`src/rtl/mem_port_arbiter.sv`:
```
// mem_port_arbiter: two-client round-robin sequencer for the
// single i2c_wrapper command port.
module mem_port_arbiter #(
  parameter int DATAWIDTH  = 8,
  parameter int ADDRWIDTH  = 4,
  parameter int WRITE_LAT  = 4,
  parameter int RD_TIMEOUT = 64
) (
  input  logic                         clk,
  input  logic                         reset,
  input  logic                         r0_req,
  input  logic                         r0_we,
  input  logic [ADDRWIDTH-1:0]         r0_addr,
  input  logic [DATAWIDTH-1:0]         r0_wdata,
  output logic                         r0_ack,
  output logic                         r0_rvalid,
  output logic [DATAWIDTH-1:0]         r0_rdata,
  input  logic                         r1_req,
  input  logic                         r1_we,
  input  logic [ADDRWIDTH-1:0]         r1_addr,
  input  logic [DATAWIDTH-1:0]         r1_wdata,
  output logic                         r1_ack,
  output logic                         r1_rvalid,
  output logic [DATAWIDTH-1:0]         r1_rdata,
  output logic                         rd_err,
  output logic                         busy,
  output logic                         wr_en,
  output logic                         rd_en,
  output logic [ADDRWIDTH-1:0]         addr,
  output logic [DATAWIDTH-1:0]         D,
  output logic [$clog2(DATAWIDTH)-1:0] S,
  output logic                         MSBIn,
  output logic                         LSBIn,
  input  logic [DATAWIDTH-1:0]         dataout,
  input  logic                         DataValid
);

  localparam int LAT_MAX =
    (WRITE_LAT > RD_TIMEOUT) ? WRITE_LAT : RD_TIMEOUT;
  localparam int CW = $clog2(LAT_MAX + 1);
  localparam int SW = $clog2(DATAWIDTH);
  localparam logic [CW-1:0] WR_LOAD = CW'(WRITE_LAT - 1);
  localparam logic [CW-1:0] RD_LOAD = CW'(RD_TIMEOUT - 1);

  typedef enum logic [2:0] {
    IDLE,
    ISSUE,
    WR_WAIT,
    RD_WAIT,
    DONE
  } state_t;

  state_t state;
  state_t state_nx;

  logic                 pri;
  logic                 gnt_id;
  logic                 lat_we;
  logic [ADDRWIDTH-1:0] lat_addr;
  logic [DATAWIDTH-1:0] lat_wdata;
  logic [CW-1:0]        cnt;
  logic                 ok_flag;
  logic                 err_flag;

  logic req_any;
  logic pick_r1;
  logic cnt_zero;

  // Round-robin pick: r1 wins when alone or when it holds priority
  always_comb begin
    req_any  = r0_req | r1_req;
    pick_r1  = r1_req & (~r0_req | pri);
    cnt_zero = (cnt == '0);
  end

  // State register
  always_ff @(posedge clk or negedge reset) begin
    if (!reset) state <= IDLE;
    else        state <= state_nx;
  end

  // Next-state logic
  always_comb begin
    state_nx = state;
    unique case (state)
      IDLE:    if (req_any) state_nx = ISSUE;
      ISSUE:   state_nx = lat_we ? WR_WAIT : RD_WAIT;
      WR_WAIT: if (cnt_zero) state_nx = DONE;
      RD_WAIT: if (DataValid || cnt_zero) state_nx = DONE;
      DONE:    state_nx = IDLE;
      default: state_nx = IDLE;
    endcase
  end

  // Grant latch, priority flip and shared latency counter
  always_ff @(posedge clk or negedge reset) begin
    if (!reset) begin
      pri       <= 1'b0;
      gnt_id    <= 1'b0;
      lat_we    <= 1'b0;
      lat_addr  <= '0;
      lat_wdata <= '0;
      cnt       <= '0;
      ok_flag   <= 1'b0;
      err_flag  <= 1'b0;
    end else begin
      unique case (state)
        IDLE: begin
          if (req_any) begin
            gnt_id    <= pick_r1;
            pri       <= ~pick_r1;
            lat_we    <= pick_r1 ? r1_we    : r0_we;
            lat_addr  <= pick_r1 ? r1_addr  : r0_addr;
            lat_wdata <= pick_r1 ? r1_wdata : r0_wdata;
            ok_flag   <= 1'b0;
            err_flag  <= 1'b0;
          end
        end
        ISSUE: cnt <= lat_we ? WR_LOAD : RD_LOAD;
        WR_WAIT: begin
          if (!cnt_zero) cnt <= cnt - CW'(1);
        end
        RD_WAIT: begin
          if (DataValid)     ok_flag  <= 1'b1;
          else if (cnt_zero) err_flag <= 1'b1;
          else               cnt      <= cnt - CW'(1);
        end
        default: ;
      endcase
    end
  end

  // Read data capture into the owning client's register
  always_ff @(posedge clk or negedge reset) begin
    if (!reset) begin
      r0_rdata <= '0;
      r1_rdata <= '0;
    end else if (state == RD_WAIT && DataValid) begin
      if (gnt_id) r1_rdata <= dataout;
      else        r0_rdata <= dataout;
    end
  end

  // Output decode from registered state only
  always_comb begin
    busy      = (state != IDLE);
    wr_en     = 1'b0;
    rd_en     = 1'b0;
    r0_ack    = 1'b0;
    r1_ack    = 1'b0;
    r0_rvalid = 1'b0;
    r1_rvalid = 1'b0;
    rd_err    = 1'b0;
    unique case (state)
      ISSUE: begin
        wr_en = lat_we;
        rd_en = ~lat_we;
      end
      DONE: begin
        r0_ack    = ~gnt_id;
        r1_ack    = gnt_id;
        r0_rvalid = ~gnt_id & ok_flag;
        r1_rvalid = gnt_id & ok_flag;
        rd_err    = err_flag;
      end
      default: ;
    endcase
  end

  assign addr  = lat_addr;
  assign D     = lat_wdata;
  assign S     = SW'(1);
  assign MSBIn = 1'b0;
  assign LSBIn = 1'b0;

endmodule

```
`config.mk`:
```
export PLATFORM = sky130hd
export DESIGN_NAME = mem_port_arbiter
export DESIGN_NICKNAME = d
export VERILOG_FILES = /design/src/rtl/mem_port_arbiter.sv
export SDC_FILE = /design/constraint.sdc
export NUM_CORES = 1
export LEC_CHECK = 0
export ABC_AREA = 1
export BUFFER_PORTS_ARGS = -buffer_cell sky130_fd_sc_hd__buf_2
export CORE_MARGIN = 4
export CORE_UTILIZATION = 48
export CTS_BUF_LIST = sky130_fd_sc_hd__clkbuf_16
export DETAILED_ROUTE_END_ITERATION = 12
export PLACE_DENSITY = 0.88
export SYNTH_ARGS = -nofsm -noshare
export SYNTH_HDL_FRONTEND = slang
export SYNTH_SLANG_ARGS = --single-unit
```
`constraint.sdc`:
```
create_clock -name clk -period 1.9 [get_ports clk]
set_input_delay 0.095 -clock clk [delete_from_list [all_inputs] [get_ports clk]]
set_output_delay 0.095 -clock clk [all_outputs]
set_load 0.01 [all_outputs]
```
Word-level counts from Yosys, hierarchy flattened
Index checks and enable logic that the tools add are counted.
{"block": "classes", "add_sub_neg": 1, "eq_ne": 10, "bitwise_logic": 9, "n_mux": 25, "n_reduce_logical": 14}
{"cell": "one-hot mux 7 bit (3 select lines)", "n": 1}
{"cell": "2-to-1 mux 7 bit", "n": 2}
{"cell": "2-to-1 mux 1 bit", "n": 13}
{"cell": "inequality test 2 bit, second input constant", "n": 6}
{"cell": "one-hot mux 3 bit (4 select lines)", "n": 1}
{"cell": "2-to-1 mux 3 bit", "n": 3}
{"cell": "2-to-1 mux 8 bit", "n": 1}
{"cell": "AND reduction 2 bit", "n": 4}
{"cell": "zero test 7 bit", "n": 1}
{"cell": "subtractor 7 x 1 -> 7 bit, second input constant", "n": 1}
{"cell": "== test 3 x 2 -> 1 bit, second input constant", "n": 2}
{"cell": "2-to-1 mux 6 bit", "n": 1}
{"cell": "AND reduction 3 bit", "n": 2}
{"cell": "nonzero test 3 bit", "n": 2}
{"cell": "2-to-1 mux 4 bit", "n": 1}
{"cell": "inverter 1 bit", "n": 4}
{"cell": "one-hot mux 1 bit (2 select lines)", "n": 2}
{"cell": "AND reduction 4 bit", "n": 1}
{"cell": "bitwise AND 1 bit", "n": 3}
{"cell": "== test 3 x 1 -> 1 bit, second input constant", "n": 1}
{"cell": "== test 3 bit, second input constant", "n": 1}
{"cell": "zero test 3 bit", "n": 1}
{"cell": "OR 1 bit", "n": 2}
{"cell": "nonzero test 2 bit", "n": 1}
{"cell": "other kinds (2)", "n": 2}
{"block": "word_totals", "word_cells": 70, "out_inout_bits": 41, "regBits": 43}

Logic depth before layout (Yosys ltp)
Gate-level depths: netlist of the first run.
{"block": "depth", "ltp_word": 4, "ltp_mapped": 9}

Least setup slack after synthesis of the first run
No wires, ideal clock.
{"block": "synth_path", "path_type": "register to register", "start": "register cnt[0]", "end": "register cnt[0]", "synth_period_minus_slack_ns": 1.340, "slack_ns": 0.560, "stages_incl_launch_ff": 10, "n_path_buf": 0, "arrival_ns": 1.210, "setup_ns": 0.130, "cell_sequence": "dfrtp_1 -> inv_1 -> ha_1 -> inv_1 -> nor2_1 -> nand3_1 -> nand2_1 -> nand2_2 -> o21ai_0 -> o21ai_0"}
{"block": "synth_via", "elab_chain_len": 4, "elab_cells_between_ends": 5, "classes_between": "1 x add/sub; 3 x mux; 1 x reduce/logical"}
{"element": "from (decl)", "line": "61", "text": "logic [CW-1:0] cnt;"}
{"element": "from (signal assigned)", "line": "119", "text": "ISSUE: cnt <= lat_we ? WR_LOAD : RD_LOAD;"}
{"element": "from (signal assigned)", "line": "121", "text": "if (!cnt_zero) cnt <= cnt - CW'(1);"}
{"element": "from (signal assigned)", "line": "126", "text": "else cnt <= cnt - CW'(1);"}
{"element": "subtractor 7 x 1 -> 7 bit or zero test 7 bit (tied branches)", "line": "121, 126, 73"}
{"element": "2-to-1 mux 7 bit (*)", "line": "121, 125"}
{"element": "2-to-1 mux 7 bit", "line": "124", "text": "if (DataValid) ok_flag <= 1'b1;"}
{"element": "one-hot mux 7 bit (3 select lines) (*)", "line": "107", "text": "unique case (state)"}
Every way passes the cells marked *; elsewhere a longest branch is shown, timed or not. The select of a mux whose other input is x is not followed.
A chain may end at the register's enable or synchronous reset.

Worst setup path after layout of the first run
Same ends and word-level chain as after synthesis.

==> results of run 1 <==
placed cells by master (no fill, tap or decap), types with 2 or more instances in the layout:
master     count
buf_2         74
nand2_1       60
dfrtp_1       43
nand3_1       37
inv_1         27
nor2_1        21
o21ai_1       17
conb_1         5
clkbuf_16      5
nor2_2         4
nand2_2        4
o21ai_0        4
a21oi_1        4
buf_4          3
nor3_1         2
nand4_1        2
o21bai_1       2
ha_1           2
worst register-to-register path: cells and delay by family, from the launching register on:
kind | cells | cell delay (ps)
buf+inv | 2 | 220
fa+ha+maj | 1 | 180
simple gates | 4 | 440
flops | 1 | 360
compound gates | 2 | 200
cell families (layout without fill, tap and decap cells):
logic type / Yosys count / count (layout) / share of synthesized area
fa+ha+maj: 2 / 2 / 0.0123
flops: 43 / 43 / 0.528
compound gates: 31 / 31 / 0.0883
other cells: 2 / 5 / 0.00368
simple gates: 131 / 131 / 0.279
buf+inv: 38 / 113 / 0.0890
layer usage:
metal / vias up / wire, µm / global-route usage
li1: 935 / - / -
met1: 860 / 1930 / 0.216
met2: 51 / 2310 / 0.317
met3: 6 / 292 / 0.0537
met4: 0 / 53 / 0.0615
met5: - / 0 / 0
area by class of cell:
class / instances / area, µm² / share of cell area
flip-flops and latches: 43 / 1080 / 0.417
multi-input cells: 169 / 793 / 0.308
repair buffers: 78 / 403 / 0.156
clock buffers: 5 / 125 / 0.0485
inverters: 27 / 101 / 0.0393
well taps: 50 / 62.6 / 0.0243
clock inverters: 3 / 16.3 / 0.00631
synthesized netlist by cell type:
| master | instances | area (µm²) |
|---|---|---|
| a21o_1 | 1 | 7.51 |
| a21oi_1 | 4 | 20.0 |
| a21oi_4 | 1 | 16.3 |
| buf_2 | 1 | 5.00 |
| buf_4 | 8 | 60.1 |
| buf_6 | 1 | 11.3 |
| clkbuf_1 | 1 | 3.75 |
| conb_1 | 2 | 7.51 |
| dfrtp_1 | 43 | 1080 |
| ha_1 | 2 | 25.0 |
| inv_1 | 26 | 97.6 |
| inv_2 | 1 | 3.75 |
| nand2_1 | 60 | 225 |
| nand2_2 | 4 | 25.0 |
| nand3_1 | 37 | 185 |
| nand3b_1 | 1 | 7.51 |
| nand4_1 | 2 | 12.5 |
| nor2_1 | 21 | 78.8 |
| nor2_2 | 4 | 25.0 |
| nor3_1 | 2 | 10.0 |
| o211ai_1 | 1 | 7.51 |
| o21ai_0 | 4 | 20.0 |
| o21ai_1 | 17 | 85.1 |
| o21ai_2 | 1 | 8.76 |
| o21bai_1 | 2 | 15.0 |
where the power goes:
part / switching, mW / internal, mW / leakage [nW]
Sequential: 0.272 / 1.34 / 0.535
Clock: 0.336 / 0.479 / 0.0710
Combinational: 1.07 / 0.667 / 0.805
Total: 1.68 / 2.48 / 1.41
worst paths after layout:
path	to	depth (start not counted)	start	slack, ps
setup / recovery	cnt[0]	9	cnt[0]	370
hold / removal	addr[2]	3	r1_addr[2]	30
setup reg to reg	cnt[0]	9	cnt[0]	370
hold reg to reg	r0_rdata[7]	2	r0_rdata[7]	490
max in group asynchronous	D[7]	3	reset	1120
min in group asynchronous	r0_rdata[4]	3	reset	410
flip-flops by register name, indices dropped and copies added, names as in the netlist:
name / cells
D: 8
r0_rdata: 8
r1_rdata: 8
cnt: 7
addr: 4
state: 3
err_flag: 1
gnt_id: 1
lat_we: 1
ok_flag: 1
pri: 1
==> run_results.csv, run 1 <==
group,metric,value,unit
grt,grt-ovfl-total,0,
pwr,peakVddDrop,848,µV
final_layout,diodes,0,
worst_setup_path,crit_type,"register to register",
worst_setup_path,crit_chain,"inv_1, ha_1, inv_1, nor2_1, nand3_1, nand2_1, nand2_2, o21ai_0, o21ai_0",
place,dp_hpwl,3.38,mm
worst_setup_path,startpoint_type,"register",
grt,grt_util_all_layers,0.183,
final_layout,fillers,320,
floorplan,die_y,73.2,µm
floorplan,start_util,0.503,
worst_setup_path,cp_max_fo,10,
cts,numCtsBuffers,5,
drt,dr.pass1.iters,4,
cts,clock-sinks,43,
worst_hold_path,hp-class,"input port to register",
sta,timing.fmax,655,MHz
run,cap_violations,0,
floorplan,std_cell_rows,23,
sta,fin_setup_tns,0,ps
synthesis,syn_inst,247,
worst_setup_path,critPathTopFamily,"simple AND/OR/NAND/NOR gates",
sta,slew_headroom,0.629,
place,place_congestion,0.795,
drt,avgViaCountPerCell,4.94,
synthesis,ys_warn_count,0,
final_layout,stdcell_area,0.00258,mm²
floorplan,coreArea,0.00406,mm²
synthesis,ys_seq_area_frac,0.528,
grt,antenna_found_initial,0,
final_layout,drive_above_1_share,0.292,
cts,clk_latency,280,ps
floorplan,pin_count,80,
cts,htreeDepth,2,
place,placed_cell_area,0.00243,mm²
cts,clockBufferDepth,2,
sta,timing.hold.ws,25.5,ps
sta,finalCritPeriodShare,0.803,
synthesis,synth.distinct_cells,25,
synthesis,synth_area_per_cell,8.26,µm²
place,numPortBuffers,74,
sta,fin_crit,1530,ps
sta,setup_viol,0,
worst_setup_path,cp-end-kind,"register",
cts,cts_tree,"built",
drt,final_antenna_net_count,0,
grt,grt_pass1_wl,7.72,mm
sta,clock_skew,2.21,ps
status,status,"completed",
cts,cts_setup_buffers,0,
final_layout,layout.core_utilization,0.635,
cts,post_cts_resized,0,
cts,hold_buffers,1,
worst_setup_path,crit_required,2050,ps
pwr,leakagePower,1.41,nW
floorplan,dieArea,0.00536,mm²
sta,rsz0062_at_grt,"false",
synthesis,ys_seq_elements,43,
drt,wl_per_cell,12.2,µm
drt,drt_iter0_drc,102,
sta,setup_ws,374,ps
floorplan,die_x,73.2,µm
drt,wl,4.58,mm
place,pre_cts_ws,391,ps
synthesis,post_synth_instance_area,0.00204,mm²
sta,finalHoldViolCount,0,
pwr,power,4.17,mW
grt,grt_pass1_vias,1799,
sta,drv_slew,0,
grt,grt_start_max_net_pins,44,
final_layout,area_growth,26.4,%
place,dp_cells,366,
drt,drc,0,
worst_setup_path,critPathMaxStageDelay,360,ps
cts,path_clk_slew,60,ps
final_layout,fin_cells,375,
worst_setup_path,cpMaxStageDelayCell,"dfrtp_1",
worst_setup_path,critPathBufInv,2,
drt,via_count,1852,
cts,root_buffer,"clkbuf_16",
final_layout,fin_nets,365,
worst_setup_path,crit_arrival,1680,ps
pwr,power_density,1620,mW/mm²
sta,max_slew.worst_pin.slew,555,ps
Power figures use the tool's default switching activity.
==> run 2: changes to the inputs <==
--- a/config.mk
+++ b/config.mk
@@ -5,7 +5,7 @@
 export SDC_FILE = /design/constraint.sdc
 export NUM_CORES = 1
 export LEC_CHECK = 0
-export ABC_AREA = 1
+export ABC_AREA = 0
 export BUFFER_PORTS_ARGS = -buffer_cell sky130_fd_sc_hd__buf_2
 export CORE_MARGIN = 4
 export CORE_UTILIZATION = 48
==> constraint.sdc (replaced) <==
create_clock -name clk -period 1.45 [get_ports clk]
set_input_delay 0.0725 -clock clk [delete_from_list [all_inputs] [get_ports clk]]
set_output_delay 0.0725 -clock clk [all_outputs]
set_load 0.01 [all_outputs]
==> run_results.csv, run 2 <==
group,metric,value,unit
synthesis,synth_area_per_cell,11.4,µm²
run,cap_violations,0,
synthesis,synth.distinct_cells,41,
final_layout,fin_nets,346,
floorplan,start_util,0.502,
synthesis,synth_common_cells,"43 x dfrtp_1, 16 x inv_1, 16 x mux2_1, 13 x a222oi_1, 13 x nor2_1",
status,violations,"negative hold slack, negative setup slack",
synthesis,post_synth_instance_area,0.00204,mm²
place,place_congestion,0.898,
drt,drt_iter0_drc,319,
grt,use_met1,0.311,
worst_setup_path,r2r_end,"D[6]",
drt,dr.pass1.iters,8,
floorplan,pin_count,80,
floorplan,die_y,73.1,µm
synthesis,synth_fa_ha_area_frac,0.0123,
worst_setup_path,rrSetupSlack,-420,ps
pwr,power_density,2390,mW/mm²
status,status,"complete, but fails checks",
synthesis,synthMuxAreaShare,0.0885,
synthesis,synth_top_family_by_area,"compound AO/OA/AOI/OAI gates",
worst_setup_path,crit_chain,"buf_12, nor3_4, buf_6, o21ai_4, buf_4, a222oi_1, inv_1",
sta,max_slew.worst_pin.slew,564,ps
synthesis,synth_xor_area_frac,0,
final_layout,seqCellArea,0.00108,mm²
final_layout,final_cell_mix,"68 x buf_2, 41 x dfrtp_1, 33 x buf_4",
floorplan,dieArea,0.00535,mm²
drt,wl_per_cell,26.0,µm
final_layout,drive_above_1_share,0.618,
worst_setup_path,rr_worst_depth,7,
worst_setup_path,startpoint_type,"register",
grt,grt_pass1_vias,2289,
synthesis,synth.most_common_cell,"dfrtp_1",
grt,grt_start_max_net_pins,44,
cts,htreeDepth,2,
sta,finalHoldViolCount,1,
synthesis,synth_top_area_cell,"dfrtp_1",
synthesis,synth_compound_area_frac,0.167,
synthesis,ys_warn_count,0,
drt,avgViaCountPerCell,6.36,
sta,timing.fmax,534,MHz
cts,clockBufferDepth,2,
floorplan,std_cell_rows,23,
worst_hold_path,hp-class,"input port to register",
grt,grt_pass1_wl,12.0,mm
synthesis,synthSimpleGateAreaFrac,0.131,
grt,busiest_layer,"met2",
floorplan,die_x,73.1,µm
pwr,leakagePower,1.74,nW
drt,final_antenna_net_count,0,
synthesis,synthArstFlopShare,1.00,
cts,root_buffer,"clkbuf_16",
sta,setup_ws,-421,ps
worst_setup_path,crit_path_end,"D[6]",
grt,grtUsageMet3,0.0978,
sta,timing.hold.ws,-4.42,ps
grt,grtUsageMet2,0.557,
cts,numCtsBuffers,5,
floorplan,coreArea,0.00406,mm²
sta,drv_slew,0,
place,numPortBuffers,74,
cts,clock-sinks,43,
sta,slew_headroom,0.624,
final_layout,fillers,158,
worst_setup_path,reg2reg_from,"state[1]",
final_layout,multi_input_area,0.00114,mm²
grt,grt-ovfl-total,0,
synthesis,syn_inst,179,
final_layout,stdcell_area,0.00343,mm²
final_layout,area_growth,68.2,%
worst_setup_path,cp-end-kind,"register",
place,placed_cell_area,0.00270,mm²
synthesis,yosys_most_used_dff,"dfrtp_1",
sta,fin_crit,1870,ps
synthesis,ys_seq_area_frac,0.528,
synthesis,yosysTopAreaCellShare,0.528,
cts,cts_tree,"built",
sta,fin_setup_tns,-8330,ps
sta,rsz0062_at_grt,"true",
sta,finalCritPeriodShare,1.29,
grt,antenna_found_initial,0,
worst_setup_path,cp_max_fo,6,
final_layout,layout.core_utilization,0.844,
synthesis,synth_edf_count,0,
final_layout,diodes,0,
final_layout,mostFrequentLayoutCell,"buf_2",
sta,clock_skew,7.91,ps
drt,wl,9.24,mm
sta,setup_viol,47,
worst_setup_path,crit_required,1620,ps
worst_setup_path,critPathMaxStageDelay,440,ps
drt,drc,0,
synthesis,ys_top_cells_by_area,"dfrtp_1 53%, mux2_1 8.8%, a222oi_1 6.4%",
cts,path_clk_slew,70,ps
worst_setup_path,crit_type,"register to register",
place,dp_hpwl,3.99,mm
synthesis,ys_seq_elements,43,
worst_setup_path,critPathLaunch,"state[1]",
cts,clk_latency,300,ps
pwr,peakVddDrop,1540,µV
drt,via_count,2264,
worst_setup_path,cpMaxStageDelayCell,"a222oi_1",
grt,grt_util_all_layers,0.310,
worst_setup_path,crit_arrival,2040,ps
==> run 2: cell families after synthesis <==
kind of cell | after synthesis
AND/OR/NAND/NOR | 46
flip-flops | 43
multiplexers | 16
other | 2
buffers and inverters | 30
adder cells (fa/ha/maj) | 2
AO/OA/AOI/OAI | 40
==> run 2: area by class of cell <==
type	instances	area share
Clock buffer	5	0.0365
Clock inverter	3	0.00475
Inverter	16	0.0175
Multi-Input combinational cell	110	0.334
Sequential cell	43	0.315
Tap cell	50	0.0183
Timing Repair Buffer	129	0.274
==> run 2: worst min-delay path by stage <==
stage / depth (start not counted) / slack, ps / endpoint / start
6_report: 3 / -4 / D[1] / r1_wdata[1]
5_1_grt: 3 / 10 / D[1] / r1_wdata[1]
4_1_cts: 3 / 3 / D[3] / r1_wdata[3]
3_5_place_dp: 2 / 170 / r0_rdata[1] / reset
3_3_place_gp: 2 / 170 / r0_rdata[1] / reset
2_1_floorplan: 0 / -220 / D[0] / reset
==> run 2: per-stage QoR <==
| stage | hold slack, ps | power (mW) | setup slack (ps) | instances |
|---|---|---|---|---|
| 2_1_floorplan | -223 | 3.94 | -116 | 182 |
| 4_1_cts | 3.13 | 7.10 | -283 | 348 |
| 5_1_grt | 14.8 | 8.45 | -426 | 356 |
| 6_report | -4.42 | 8.17 | -421 | 356 |
| 3_3_place_gp | 171 | 5.12 | -145 | 320 |
| 3_5_place_dp | 174 | 5.30 | -283 | 320 |
==> run 2: power breakdown <==
group,total [mW],internal [mW],leakage (nW),switching (mW)
clock network,1.14,0.631,0.0726,0.512
logic,4.76,2.38,1.14,2.38
registers,2.27,1.77,0.530,0.502
==> run 2: worst max-delay path, delay by kind of cell (launching register included) <==
kind / cells / cell delay [ps]
buffers and inverters: 4 / 570
flip-flops: 1 / 430
AND/OR/NAND/NOR: 1 / 220
AO/OA/AOI/OAI: 2 / 530
==> run 2: metal layers <==
metal,vias to the layer above,routed length (µm)
met5,-,0
met4,0,738
met3,67,978
met2,212,4500
met1,1089,3020
li1,896,-
==> run 2: what timing repair did <==
action	4_1_cts	5_1_grt
endpoints found under the setup margin	48	49
resized for setup	43	36
endpoints found under the hold margin	51	0
gates cloned	2	0
setup buffers	10	9
hold buffers	9	0
pin swaps	31	17
==> run 3: changes to the inputs <==
--- a/config.mk
+++ b/config.mk
@@ -11,7 +11,8 @@
 export CORE_UTILIZATION = 48
 export CTS_BUF_LIST = sky130_fd_sc_hd__clkbuf_16
 export DETAILED_ROUTE_END_ITERATION = 12
-export PLACE_DENSITY = 0.88
+export PLACE_DENSITY = 0.79
+export REMOVE_ABC_BUFFERS = 1
 export SYNTH_ARGS = -nofsm -noshare
 export SYNTH_HDL_FRONTEND = slang
 export SYNTH_SLANG_ARGS = --single-unit
==> run_results.csv, run 3 (same netlist as run 2, synthesis figures left out) <==
group,metric,value,unit
sta,setup_viol,43,
final_layout,final_cell_mix,"70 x buf_2, 41 x dfrtp_1, 36 x buf_4",
grt,grt_util_all_layers,0.276,
drt,via_count,2081,
sta,timing.fmax,565,MHz
worst_setup_path,reg2reg_from,"cnt[0]",
floorplan,std_cell_rows,23,
sta,fin_setup_tns,-5060,ps
drt,wl,7.48,mm
final_layout,area_growth,68.7,%
cts,numCtsBuffers,5,
worst_hold_path,hp-start,"r1_wdata[6]",
grt,grt_pass1_wl,10.8,mm
worst_setup_path,crit_arrival,1980,ps
status,status,"complete, but fails checks",
grt,grt_start_max_net_pins,29,
worst_setup_path,startpoint_type,"register",
cts,clock-sinks,43,
place,numPortBuffers,74,
grt,grt_pass1_vias,2182,
sta,setup_ws,-319,ps
pwr,leakagePower,1.76,nW
drt,drc,0,
drt,final_antenna_net_count,0,
worst_hold_path,hp-class,"input port to register",
cts,clockBufferDepth,2,
drt,dr.pass1.iters,6,
place,place_congestion,0.865,
sta,finalHoldViolCount,0,
sta,fin_crit,1770,ps
worst_setup_path,crit_type,"register to register",
drt,avgViaCountPerCell,5.76,
worst_setup_path,crit_chain,"inv_2, ha_4, or3b_4, o211ai_4, a221oi_1, a211oi_1",
worst_setup_path,critPathMaxStageDelay,420,ps
grt,grt-ovfl-total,0,
cts,clk_latency,290,ps
final_layout,drive_above_1_share,0.611,
sta,slew_headroom,0.578,
floorplan,die_x,73.1,µm
worst_setup_path,critPathTopFamily,"compound AO/OA/AOI/OAI gates",
sta,clock_skew,6.50,ps
sta,max_slew.worst_pin.slew,633,ps
place,pre_cts_ws,-352,ps
cts,htreeDepth,2,
worst_setup_path,cpMaxStageDelayCell,"or3b_4",
worst_setup_path,critPathBufInv,1,
floorplan,coreArea,0.00406,mm²
worst_hold_path,min_to,"D[6]",
worst_setup_path,crit_required,1660,ps
status,violations,"negative setup slack",
final_layout,fin_cells,361,
place,dp_hpwl,3.71,mm
pwr,peakVddDrop,1460,µV
final_layout,fin_nets,351,
place,dp_cells,326,
final_layout,diodes,0,
floorplan,dieArea,0.00535,mm²
worst_setup_path,rrSetupSlack,-320,ps
drt,drt_iter0_drc,215,
floorplan,die_y,73.1,µm
final_layout,mostFrequentLayoutCell,"buf_2",
sta,drv_slew,0,
drt,wl_per_cell,20.7,µm
run,cap_violations,0,
worst_setup_path,rr_worst_depth,6,
pwr,power_density,2370,mW/mm²
floorplan,start_util,0.502,
floorplan,pin_count,80,
cts,path_clk_slew,70,ps
worst_hold_path,holdPathStages,3,
worst_setup_path,cp_max_fo,5,
worst_setup_path,r2r_end,"cnt[5]",
cts,root_buffer,"clkbuf_16",
grt,antenna_found_initial,0,
cts,cts_tree,"built",
worst_setup_path,cp-end-kind,"register",
sta,finalCritPeriodShare,1.22,
sta,rsz0062_at_grt,"true",
## run 3: what timing repair did
item,4_1_cts,5_1_grt
setup endpoints to repair,43,48
pin swaps,22,13
resized for setup,51,32
gates cloned,2,0
setup buffers,14,5
hold buffers,8,0
hold endpoints to repair,33,0
## run 3: final cells by class
cell class | instances | area (µm²)
clock buffer | 5 | 125
clock inverter | 3 | 71.3
inverter | 16 | 60.1
fill | 179 | 622
tap | 50 | 62.6
multi-input combinational | 110 | 1090
sequential | 43 | 1080
timing repair buffer | 134 | 947
## run 3: worst register-to-register path, delay by kind of cell, from the launching register on
kind                       cells  cell delay, ps
buffers and inverters          1             100
AOI/OAI and AO/OA              3             650
DFF                            1             390
and+or+nand+nor                1             420
adders and majority gates      1             130
## run 3: how the worst max path moves through the flow
stage | from | end | slack (ps) | cells past startpoint
after floorplan | cnt[0] | cnt[4] | -210 | 6
after global placement | cnt[0] | cnt[4] | -230 | 6
after detailed placement | cnt[0] | cnt[4] | -350 | 6
after CTS | cnt[0] | cnt[3] | -210 | 6
after global routing | cnt[0] | err_flag | -370 | 6
final | cnt[0] | cnt[5] | -320 | 6
## run 3: routing by layer
metal,track usage,routed length [µm],vias to the layer above
met5,0,0,-
met4,0.143,350,0
met3,0.0592,538,26
met2,0.508,3880,138
met1,0.290,2720,1013
li1,-,-,904
## run 3: through the flow
step / cell area [µm²] / power (mW) / hold WS [ps] / utilization
6_report: 3440 / 8.14 / 2.37 / 0.847
3_3_place_gp: 2670 / 4.95 / 100 / 0.657
2_1_floorplan: 1970 / 3.68 / -223 / -
3_5_place_dp: 2670 / 5.05 / 108 / 0.657
5_1_grt: 3440 / 8.54 / 15.0 / 0.847
4_1_cts: 3270 / 7.40 / 0.874 / 0.805
## run 3: report_power, final
group	switching, mW	internal (mW)
combinational	2.11	2.31
sequential	0.442	1.77
clock	0.511	1.00
total	3.06	5.08
